===== src/rtl/pmips_pkg.sv =====
// Shared encodings for the pipelined MIPS front end: PC commands, widths and
// the fetch FSM state type.
package pmips_pkg;
  localparam int ADDR_W = 16;

  localparam logic [1:0] PC_STALL    = 2'd0;
  localparam logic [1:0] PC_INC      = 2'd1;
  localparam logic [1:0] PC_CONDLOAD = 2'd2;

  localparam logic [ADDR_W-1:0] NOP_INSTR = 16'h0000;

  typedef enum logic {
    ST_IDLE = 1'b0,
    ST_WAIT = 1'b1
  } fetch_state_e;
endpackage


===== src/rtl/pc_next_mux.sv =====
// Combinational next-PC selection: sequential increment, jump/branch redirect,
// or a redirect that was deferred while a fetch was outstanding.
import pmips_pkg::*;

module pc_next_mux (
  input  logic              in_wait,
  input  logic [ADDR_W-1:0] pc,
  input  logic [1:0]        pc_control,
  input  logic              mem_ready,
  input  logic              jump_taken,
  input  logic              branch_taken,
  input  logic [ADDR_W-1:0] jump_addr,
  input  logic [ADDR_W-1:0] branch_addr,
  input  logic              pend_vld,
  input  logic [ADDR_W-1:0] pend_addr,
  output logic              redir,
  output logic [ADDR_W-1:0] redir_addr,
  output logic [ADDR_W-1:0] next_pc,
  output logic              pc_load
);
  logic [ADDR_W-1:0] pc_inc;

  assign pc_inc     = pc + 16'd2;
  assign redir      = (pc_control == PC_CONDLOAD) && (jump_taken || branch_taken);
  // Jump wins over branch; instruction addresses are always halfword aligned.
  assign redir_addr = (jump_taken ? jump_addr : branch_addr) & 16'hFFFE;

  always_comb begin
    next_pc = pc;
    pc_load = 1'b0;
    if (!in_wait) begin
      if (pc_control == PC_INC && mem_ready) begin
        next_pc = pc_inc;
        pc_load = 1'b1;
      end else if (redir) begin
        next_pc = redir_addr;
        pc_load = 1'b1;
      end
    end else if (mem_ready) begin
      // A redirect arriving on the completing edge is the newest, so it wins.
      pc_load = 1'b1;
      if (redir)         next_pc = redir_addr;
      else if (pend_vld) next_pc = pend_addr;
      else               next_pc = pc_inc;
    end
  end
endmodule


===== src/rtl/pc_fetch_unit.sv =====
// Instruction fetch stage: owns the PC, issues instruction-memory reads,
// waits on slow memory and fills the IF/ID register.
import pmips_pkg::*;

module pc_fetch_unit (
  input  logic        clock,
  input  logic        reset,
  input  logic [1:0]  PCControl,
  input  logic        JumpTaken,
  input  logic        BranchTaken,
  input  logic [15:0] JumpAddr,
  input  logic [15:0] BranchAddr,
  output logic        IMemReq,
  output logic [15:0] IMemAddr,
  input  logic        IMemReady,
  input  logic [15:0] IMemData,
  output logic [15:0] PC,
  output logic [15:0] Instr,
  output logic [15:0] PCPlus2,
  output logic        FetchBusy,
  output logic [15:0] FetchCount
);
  fetch_state_e state_q, state_d;
  logic [ADDR_W-1:0] pc_q, pc_d, instr_q, instr_d, pcp2_q, pcp2_d, cnt_q, cnt_d;
  logic [ADDR_W-1:0] pend_addr_q, pend_addr_d;
  logic              pend_q, pend_d;

  logic              in_wait, done, squash, redir, pc_load;
  logic [ADDR_W-1:0] redir_addr, next_pc;

  assign in_wait = (state_q == ST_WAIT);
  assign done    = in_wait ? IMemReady : (PCControl == PC_INC && IMemReady);
  assign squash  = in_wait && (pend_q || redir);

  pc_next_mux u_next (
    .in_wait      (in_wait),
    .pc           (pc_q),
    .pc_control   (PCControl),
    .mem_ready    (IMemReady),
    .jump_taken   (JumpTaken),
    .branch_taken (BranchTaken),
    .jump_addr    (JumpAddr),
    .branch_addr  (BranchAddr),
    .pend_vld     (pend_q),
    .pend_addr    (pend_addr_q),
    .redir        (redir),
    .redir_addr   (redir_addr),
    .next_pc      (next_pc),
    .pc_load      (pc_load)
  );

  // FSM: state register
  always_ff @(posedge clock or negedge reset) begin
    if (!reset) state_q <= ST_IDLE;
    else        state_q <= state_d;
  end

  // FSM: next state
  always_comb begin
    state_d = state_q;
    case (state_q)
      ST_IDLE: if (PCControl == PC_INC && !IMemReady) state_d = ST_WAIT;
      ST_WAIT: if (IMemReady)                         state_d = ST_IDLE;
      default: state_d = ST_IDLE;
    endcase
  end

  // FSM: outputs
  always_comb begin
    IMemReq   = 1'b0;
    FetchBusy = 1'b0;
    case (state_q)
      ST_IDLE: IMemReq = (PCControl == PC_INC);
      ST_WAIT: begin
        IMemReq   = 1'b1;
        FetchBusy = 1'b1;
      end
      default: ;
    endcase
  end

  always_comb begin
    pc_d        = pc_load ? next_pc : pc_q;
    instr_d     = instr_q;
    pcp2_d      = pcp2_q;
    cnt_d       = cnt_q;
    pend_d      = pend_q;
    pend_addr_d = pend_addr_q;
    if (done) begin
      pend_d = 1'b0;
      if (squash) begin
        instr_d = NOP_INSTR;
        pcp2_d  = '0;
      end else begin
        instr_d = IMemData;
        pcp2_d  = pc_q + 16'd2;
        if (cnt_q != 16'hFFFF) cnt_d = cnt_q + 16'd1;
      end
    end else if (in_wait && redir) begin
      pend_d      = 1'b1;
      pend_addr_d = redir_addr;
    end
  end

  always_ff @(posedge clock or negedge reset) begin
    if (!reset) begin
      pc_q        <= '0;
      instr_q     <= '0;
      pcp2_q      <= '0;
      cnt_q       <= '0;
      pend_q      <= 1'b0;
      pend_addr_q <= '0;
    end else begin
      pc_q        <= pc_d;
      instr_q     <= instr_d;
      pcp2_q      <= pcp2_d;
      cnt_q       <= cnt_d;
      pend_q      <= pend_d;
      pend_addr_q <= pend_addr_d;
    end
  end

  assign PC         = pc_q;
  assign IMemAddr   = pc_q;
  assign Instr      = instr_q;
  assign PCPlus2    = pcp2_q;
  assign FetchCount = cnt_q;
endmodule


===== config.mk =====
export PLATFORM = sky130hd
export DESIGN_NAME = pc_fetch_unit
export DESIGN_NICKNAME = d
export VERILOG_FILES = /design/src/rtl/pmips_pkg.sv /design/src/rtl/pc_next_mux.sv /design/src/rtl/pc_fetch_unit.sv
export SDC_FILE = /design/constraint.sdc
export NUM_CORES = 1
export LEC_CHECK = 0
export BUFFER_PORTS_ARGS = -buffer_cell sky130_fd_sc_hd__buf_2
export CORE_MARGIN = 2
export CORE_UTILIZATION = 45
export DETAILED_ROUTE_END_ITERATION = 10
export PLACE_DENSITY_LB_ADDON = 0.12
export SKIP_LAST_GASP = 1
export SYNTH_ARGS = -nofsm -noshare
export SYNTH_HDL_FRONTEND = slang
export SYNTH_HIERARCHICAL = 1
export SYNTH_SLANG_ARGS = --single-unit

===== constraint.sdc =====
create_clock -name clock -period 3.2 [get_ports clock]
set_clock_uncertainty 0.1 [all_clocks]
set_input_delay 0.64 -clock clock [delete_from_list [all_inputs] [get_ports clock]]
set_output_delay 0.64 -clock clock [all_outputs]
set_load 0.05 [all_outputs]

==> results of run 1 <==
-- per-layer routing --
layer	part of all wire [%]	vias up	track usage, %
li1	-	2147	-
met1	47	2150	33.1
met2	44	193	33.7
met3	7.1	21	3.44
met4	1.8	0	9.04
met5	0	-	0
-- cell type report --
class                   count  share of cell area (%)
clock buffers              12                    2.75
clock inverters             4                   0.938
inverters                  10                   0.625
multi-input cells         382                    44.6
flip-flops and latches     82                    34.2
well taps                 140                    2.92
repair buffers            156                    14.0
-- stage by stage --
step	total power, W	hold slack (ns)	util [%]	setup WS (ns)
after floorplan	0.00387	0.244	-	0.366
after CTS	0.00537	0.379	55.4	0.643
after global placement	0.00448	0.360	53.3	0.551
final	0.00533	0.354	55.4	0.598
after detailed placement	0.00453	0.365	53.3	0.496
after global routing	0.00565	0.385	55.4	0.464
-- cells in the final DEF, fill, tap and decap left out, types with 2 or more instances in the layout --
master / count
o2bb2ai_1: 3
and3_1: 9
buf_4: 23
ha_1: 3
nor3_1: 18
xnor2_1: 15
nand3b_1: 3
nor4_1: 8
and2_1: 3
nor4_2: 5
a211oi_1: 8
mux2_2: 46
a221o_1: 6
nand3_1: 8
inv_6: 2
o22ai_1: 3
nand2b_1: 2
clkbuf_8: 12
a21oi_1: 21
dfrtp_1: 82
nor2b_1: 2
buf_2: 133
a2111o_1: 2
inv_1: 10
nand2_1: 56
a22o_1: 18
a21o_1: 3
xor2_1: 19
a31oi_1: 2
nor2_1: 27
o311ai_0: 3
and3_2: 2
a221oi_1: 10
nand4_1: 9
a2111oi_0: 2
o21ai_0: 34
o211ai_1: 6
-- registers in the layout, indices dropped and copies added (netlist names) --
signal       cells
in_wait          1
FetchCount      16
Instr           16
PCPlus2         16
pend_addr_q     16
IMemAddr        16
pend_q           1
-- report_power, final --
group	leakage (nW)	internal (W)	switching [W]
Clock	0.114	0.000432	0.000398
Combinational	1.65	0.000808	0.00197
Sequential	1.04	0.00133	0.000389
-- kinds of logic after synthesis --
group | Yosys count | share of synthesized area, %
XOR/XNOR | 34 | 5.93
adder cells (fa/ha/maj) | 3 | 0.748
flip-flops | 82 | 40.9
AO/OA/AOI/OAI | 133 | 18.5
AND/OR/NAND/NOR | 164 | 17.2
multiplexers | 47 | 10.5
buffers and inverters | 58 | 6.11
other | 1 | 0.0747
-- cell usage after synthesis, types with 10 or more instances --
cell type	n	share of area, %
a21oi_1	21	2.1
a221oi_1	10	1.7
a22o_1	18	3.1
buf_2	10	1.0
buf_4	18	2.7
clkbuf_1	18	1.3
dfrtp_1	82	41
inv_1	10	0.75
mux2_2	46	10
nand2_1	56	4.2
nor2_1	27	2.0
nor3_1	18	1.8
o21ai_0	34	3.4
xnor2_1	15	2.6
xor2_1	19	3.3
-- worst max path at each step --
stage | start | end | cells past startpoint
6_report | IMemAddr[3] | IMemAddr[14] | 7
5_1_grt | IMemAddr[3] | IMemAddr[14] | 7
4_1_cts | in_wait | IMemReq | 4
3_5_place_dp | JumpTaken | IMemAddr[10] | 7
3_3_place_gp | PCControl[1] | FetchCount[1] | 9
2_1_floorplan | JumpTaken | IMemAddr[6] | 9
==> metrics.yaml, run 1 <==
yosys:
  avgSynthCellArea_um2: 9.62
  synth_ff_type: "dfrtp_1"
  synthCells: 522
  yosys_warnings: 6
  yosys_register_bits: 82
  async_flop_share_pct: 100
  seq_area_frac_synth_pct: 40.9
  synth_fp_nets: 580
  ys_types: 62
  synth-edff-count: 0
  netlist_area_um2: 5020
finish:
  instances_no_fill: 786
  ff_latch_area_um2: 2050
  multi_input_area_um2: 2680
  fin_area_um2: 6000
  fill_cells: 996
  drive_above_1_share_pct: 36.4
  area_delta_synth_final_pct: 19.6
  nets: 699
  diodes: 0
grt:
  grt_max_degree: 83
  track_usage_pct: 22.7
  first_global_vias: 4214
  antenna_found_initial: 0
  grt_pass1_wl_um: 21200
  grt_remaining_overflow: 0
route:
  wl_per_cell_um: 16.9
  drc: 0
  ant_nets: 0
  vias: 4511
  wl_um: 13300
  vias_per_cell: 5.74
  drtIter0Drc: 277
  drt_first_pass_iters: 5
sta:
  rsz0062_at_grt: "no"
  tns_ns: 0
  worst_pin_slew_ns: 1.02
  finalHoldViolCount: 0
  fmax_ghz: 0.384
  setup_viol: 0
  slew-limit-headroom_pct: 31.9
  final-max-slew-violation-count: 0
  fin_crit_sh_pct: 81.3
  post-route-min-period_ns: 2.60
clocking:
  root_buffer: "clkbuf_8"
  cts.sinks: 82
  numCtsBuffers: 9
  clk_pin_slew_ns: 0.08
  post_cts_resized: 0
  clockBufferDepth: 2
  clk_latency_ns: 0.36
  cts_htree_levels: 3
  cts_tree: "yes"
  cts_setup_buffers: 0
  hold_buffers: 0
floorplan:
  fp.dieH_um: 110
  rows: 38
  initial_core_util_pct: 46.3
  num_io_pins: 137
  coreArea_um2: 10800
  die_w_um: 110
  dieArea_um2: 12000
run:
  maxCapViolations: 0
placed_design:
  placed_area_um2: 5780
  placed_cells: 770
  dp_hpwl_um: 9480
  io_buffers: 134
  gp_congestion: 0.854
worst_setup_path:
  crit_required_ns: 3.34
  worst-path-max-fanout: 15
  endpoint_kind: "register"
  reg2reg_slack_ns: 0.60
  crit_arrival_ns: 2.75
  cpPeakStageDelay_ns: 0.69
  worst-setup-path-type: "register to register"
  cp_slowest_cell: "dfrtp_1"
  path_common_cell: "nor4_1"
  worstPathBufferInverterCount: 1
  start_kind: "register"
  cp_cell_sequence: "nand3_1 > buf_4 > nor4_1 > o21ai_0 > a21oi_1 > nor4_1 > mux2_2"
  r2r_end: "IMemAddr[14]"
  r2r_start: "IMemAddr[3]"
  reg2reg_depth: 7
  critPathTopFamily: "simple AND/OR/NAND/NOR gates"
worst_hold_path:
  hp-class: "primary input to asynchronous set/reset pin"
power_and_ir_drop:
  irDropWorstVdd_uv: 569
  leakagePower_nw: 2.80
  power-per-cell-area_nw_per_um2: 889
status:
  status: "completed"
No activity file was read; power rests on OpenSTA's default activity.
==> inputs of run 2 (changes only) <==
--- a/config.mk
+++ b/config.mk
@@ -5,6 +5,7 @@
 export SDC_FILE = /design/constraint.sdc
 export NUM_CORES = 1
 export LEC_CHECK = 0
+export ABC_AREA = 1
 export BUFFER_PORTS_ARGS = -buffer_cell sky130_fd_sc_hd__buf_2
 export CORE_MARGIN = 2
 export CORE_UTILIZATION = 45
==> constraint.sdc (replaced) <==
create_clock -name clock -period 2.6 [get_ports clock]
set_clock_uncertainty 0.1 [all_clocks]
set_input_delay 0.52 -clock clock [delete_from_list [all_inputs] [get_ports clock]]
set_output_delay 0.52 -clock clock [all_outputs]
set_load 0.05 [all_outputs]
==> metrics.yaml, run 2 <==
power_and_ir_drop:
  irDropWorstVdd_uv: 723
  switching_share_pct: 50.8
  power_w: 0.00644
  p_switching_w: 0.00327
  clkPwrFrac_pct: 20.4
  power-per-cell-area_nw_per_um2: 970
  leakagePower_nw: 3.48
  power.share.sequential_pct: 31.5
  combinationalPowerShare_pct: 48.0
  p_int_w: 0.00317
worst_setup_path:
  r2r_start: "IMemAddr[3]"
  worst-path-max-fanout: 19
  reg2reg_slack_ns: 0.61
  reg2reg_depth: 10
  crit_required_ns: 2.73
  cp_cell_sequence: "buf_2 > inv_2 > nor3_2 > buf_4 > nand3_2 > mux2_2"
  worstPathBufferInverterCount: 3
  start_kind: "primary input"
  critPathTopFamily: "simple AND/OR/NAND/NOR gates"
  endpoint_kind: "register"
  crit_arrival_ns: 2.14
  cpPeakStageDelay_ns: 0.40
  cp_slowest_cell: "mux2_2"
  r2r_end: "IMemAddr[11]"
  worst-setup-path-type: "primary input to register"
floorplan:
  die_w_um: 116
  rows: 40
  num_io_pins: 137
  dieArea_um2: 13400
  coreArea_um2: 12100
  initial_core_util_pct: 46.4
  fp.dieH_um: 116
placed_design:
  io_buffers: 134
  placed_area_um2: 6330
  gp_congestion: 0.854
  placed_cells: 1087
  dp_hpwl_um: 10800
route:
  vias_per_cell: 4.93
  wl_um: 14800
  drc: 0
  vias: 5441
  wl_per_cell_um: 13.4
  drt_first_pass_iters: 5
  ant_nets: 0
  drtIter0Drc: 340
sta:
  rsz0062_at_grt: "no"
  post-route-min-period_ns: 2.01
  setup_viol: 0
  finalHoldViolCount: 0
  worst_pin_slew_ns: 0.684
  final-max-slew-violation-count: 0
  timing.hold.ws_ns: 0.00497
  tns_ns: 0
  fin_crit_sh_pct: 77.5
  fmax_ghz: 0.496
  slew-limit-headroom_pct: 54.4
finish:
  nets: 988
  drive_above_1_share_pct: 25.5
  instances_no_fill: 1103
  fin_area_um2: 6640
  area_delta_synth_final_pct: 18.1
  final_common_cell: "nand2_1"
  final_cell_mix: "333 x nand2_1, 133 x buf_2, 82 x dfrtp_1, 74 x nor2_1, 52 x inv_1"
  diodes: 0
yosys:
  synth_fp_nets: 871
  yosys.area_share.adder_pct: 0.668
  synth_xor_area_share_pct: 2.31
  async_flop_share_pct: 100
  netlist_area_um2: 5620
  synth_ff_type: "dfrtp_1"
  synth_commonest_cells: "333 x nand2_1, 82 x dfrtp_1, 74 x nor2_1"
  synth_compound_area_share_pct: 9.72
  avgSynthCellArea_um2: 6.92
  synth_top_family_by_area: "simple AND/OR/NAND/NOR gates"
  synthSimpleGateAreaFrac_pct: 37.2
  synth_top_area_share_pct: 36.5
  synth-edff-count: 0
  yosysMostFrequentCell: "nand2_1"
  synth.area.top_cells: "dfrtp_1 36%, nand2_1 22%, nor2_1 4.9%"
  synth_area_leader_cell: "dfrtp_1"
  yosys_register_bits: 82
  yosys_warnings: 6
  synthCells: 813
  seq_area_frac_synth_pct: 36.5
  ys_types: 36
  synthMuxAreaShare_pct: 4.01
clocking:
  numCtsBuffers: 9
  clk_latency_ns: 0.35
  clockBufferDepth: 2
  cts_tree: "yes"
  clk_pin_slew_ns: 0.06
  cts.sinks: 82
  post_cts_resized: 0
  cts_htree_levels: 3
  cts_setup_buffers: 0
  root_buffer: "clkbuf_16"
  hold_buffers: 0
run:
  maxCapViolations: 0
status:
  status: "completed"
grt:
  track_usage_pct: 23.0
  grt_remaining_overflow: 0
  grt_pass1_wl_um: 24400
  first_global_vias: 5035
  antenna_found_initial: 0
  grt_max_degree: 35
worst_hold_path:
  hp-class: "primary input to asynchronous set/reset pin"
==> run 2: cell types whose count changed after synthesis, moves of 26 or more <==
cell | before | now
nand2_1 | 56 | 333
inv_1 | 10 | 52
nor2_1 | 27 | 74
mux2_2 | 46 | 20
nand3_1 | 8 | 43
==> run 2: layer usage <==
layer  up-vias  part of all wire, %  global-route usage (%)
met2       135                   50                    40.2
met5         -                    0                       0
met1      2498                   44                    28.7
met4         0                  1.5                    7.54
li1       2789                    -                       -
met3        19                  4.2                    4.24
==> run 2: final cells by class <==
class | count | area (um^2)
fillers | 1299 | 5470
multi-input cells | 627 | 3030
flip-flops and latches | 82 | 2050
repair buffers | 152 | 821
clock buffers | 10 | 229
inverters | 58 | 218
well taps | 168 | 210
clock inverters | 6 | 75.1
==> run 2: cells by family after synthesis <==
| logic type | Yosys count |
|---|---|
| XOR/XNOR | 14 |
| AO/OA/AOI/OAI | 94 |
| multiplexers | 20 |
| buffers and inverters | 104 |
| flip-flops | 82 |
| other | 1 |
| AND/OR/NAND/NOR | 495 |
| adder cells (fa/ha/maj) | 3 |
==> run 2: worst max path at each step <==
stage	start	end	slack, ns	cells after the start
after global placement	PCControl[1]	pend_addr_q[12]	0.23	6
after detailed placement	PCControl[1]	pend_addr_q[15]	0.20	6
after global routing	PCControl[1]	pend_addr_q[13]	0.43	6
after CTS	IMemAddr[3]	PC[3]	0.58	1
after floorplan	IMemAddr[1]	IMemAddr[11]	0.33	11
final	PCControl[1]	pend_addr_q[6]	0.59	6
==> run 2: through the flow <==
stage | utilization (%) | setup slack (ns)
2_1_floorplan | - | 0.334
6_report | 54.8 | 0.586
4_1_cts | 54.8 | 0.576
3_5_place_dp | 52.3 | 0.204
3_3_place_gp | 52.3 | 0.230
5_1_grt | 54.8 | 0.430
==> run 2: power groups by stage <==
stage                     registers (W)  logic, W  clock network [W]
after global placement          0.00205   0.00308                  0
final                           0.00203   0.00309            0.00132
after detailed placement        0.00206   0.00311                  0
after CTS                       0.00203   0.00312            0.00134
after floorplan                 0.00295   0.00152                  0
after global routing            0.00209   0.00336            0.00140
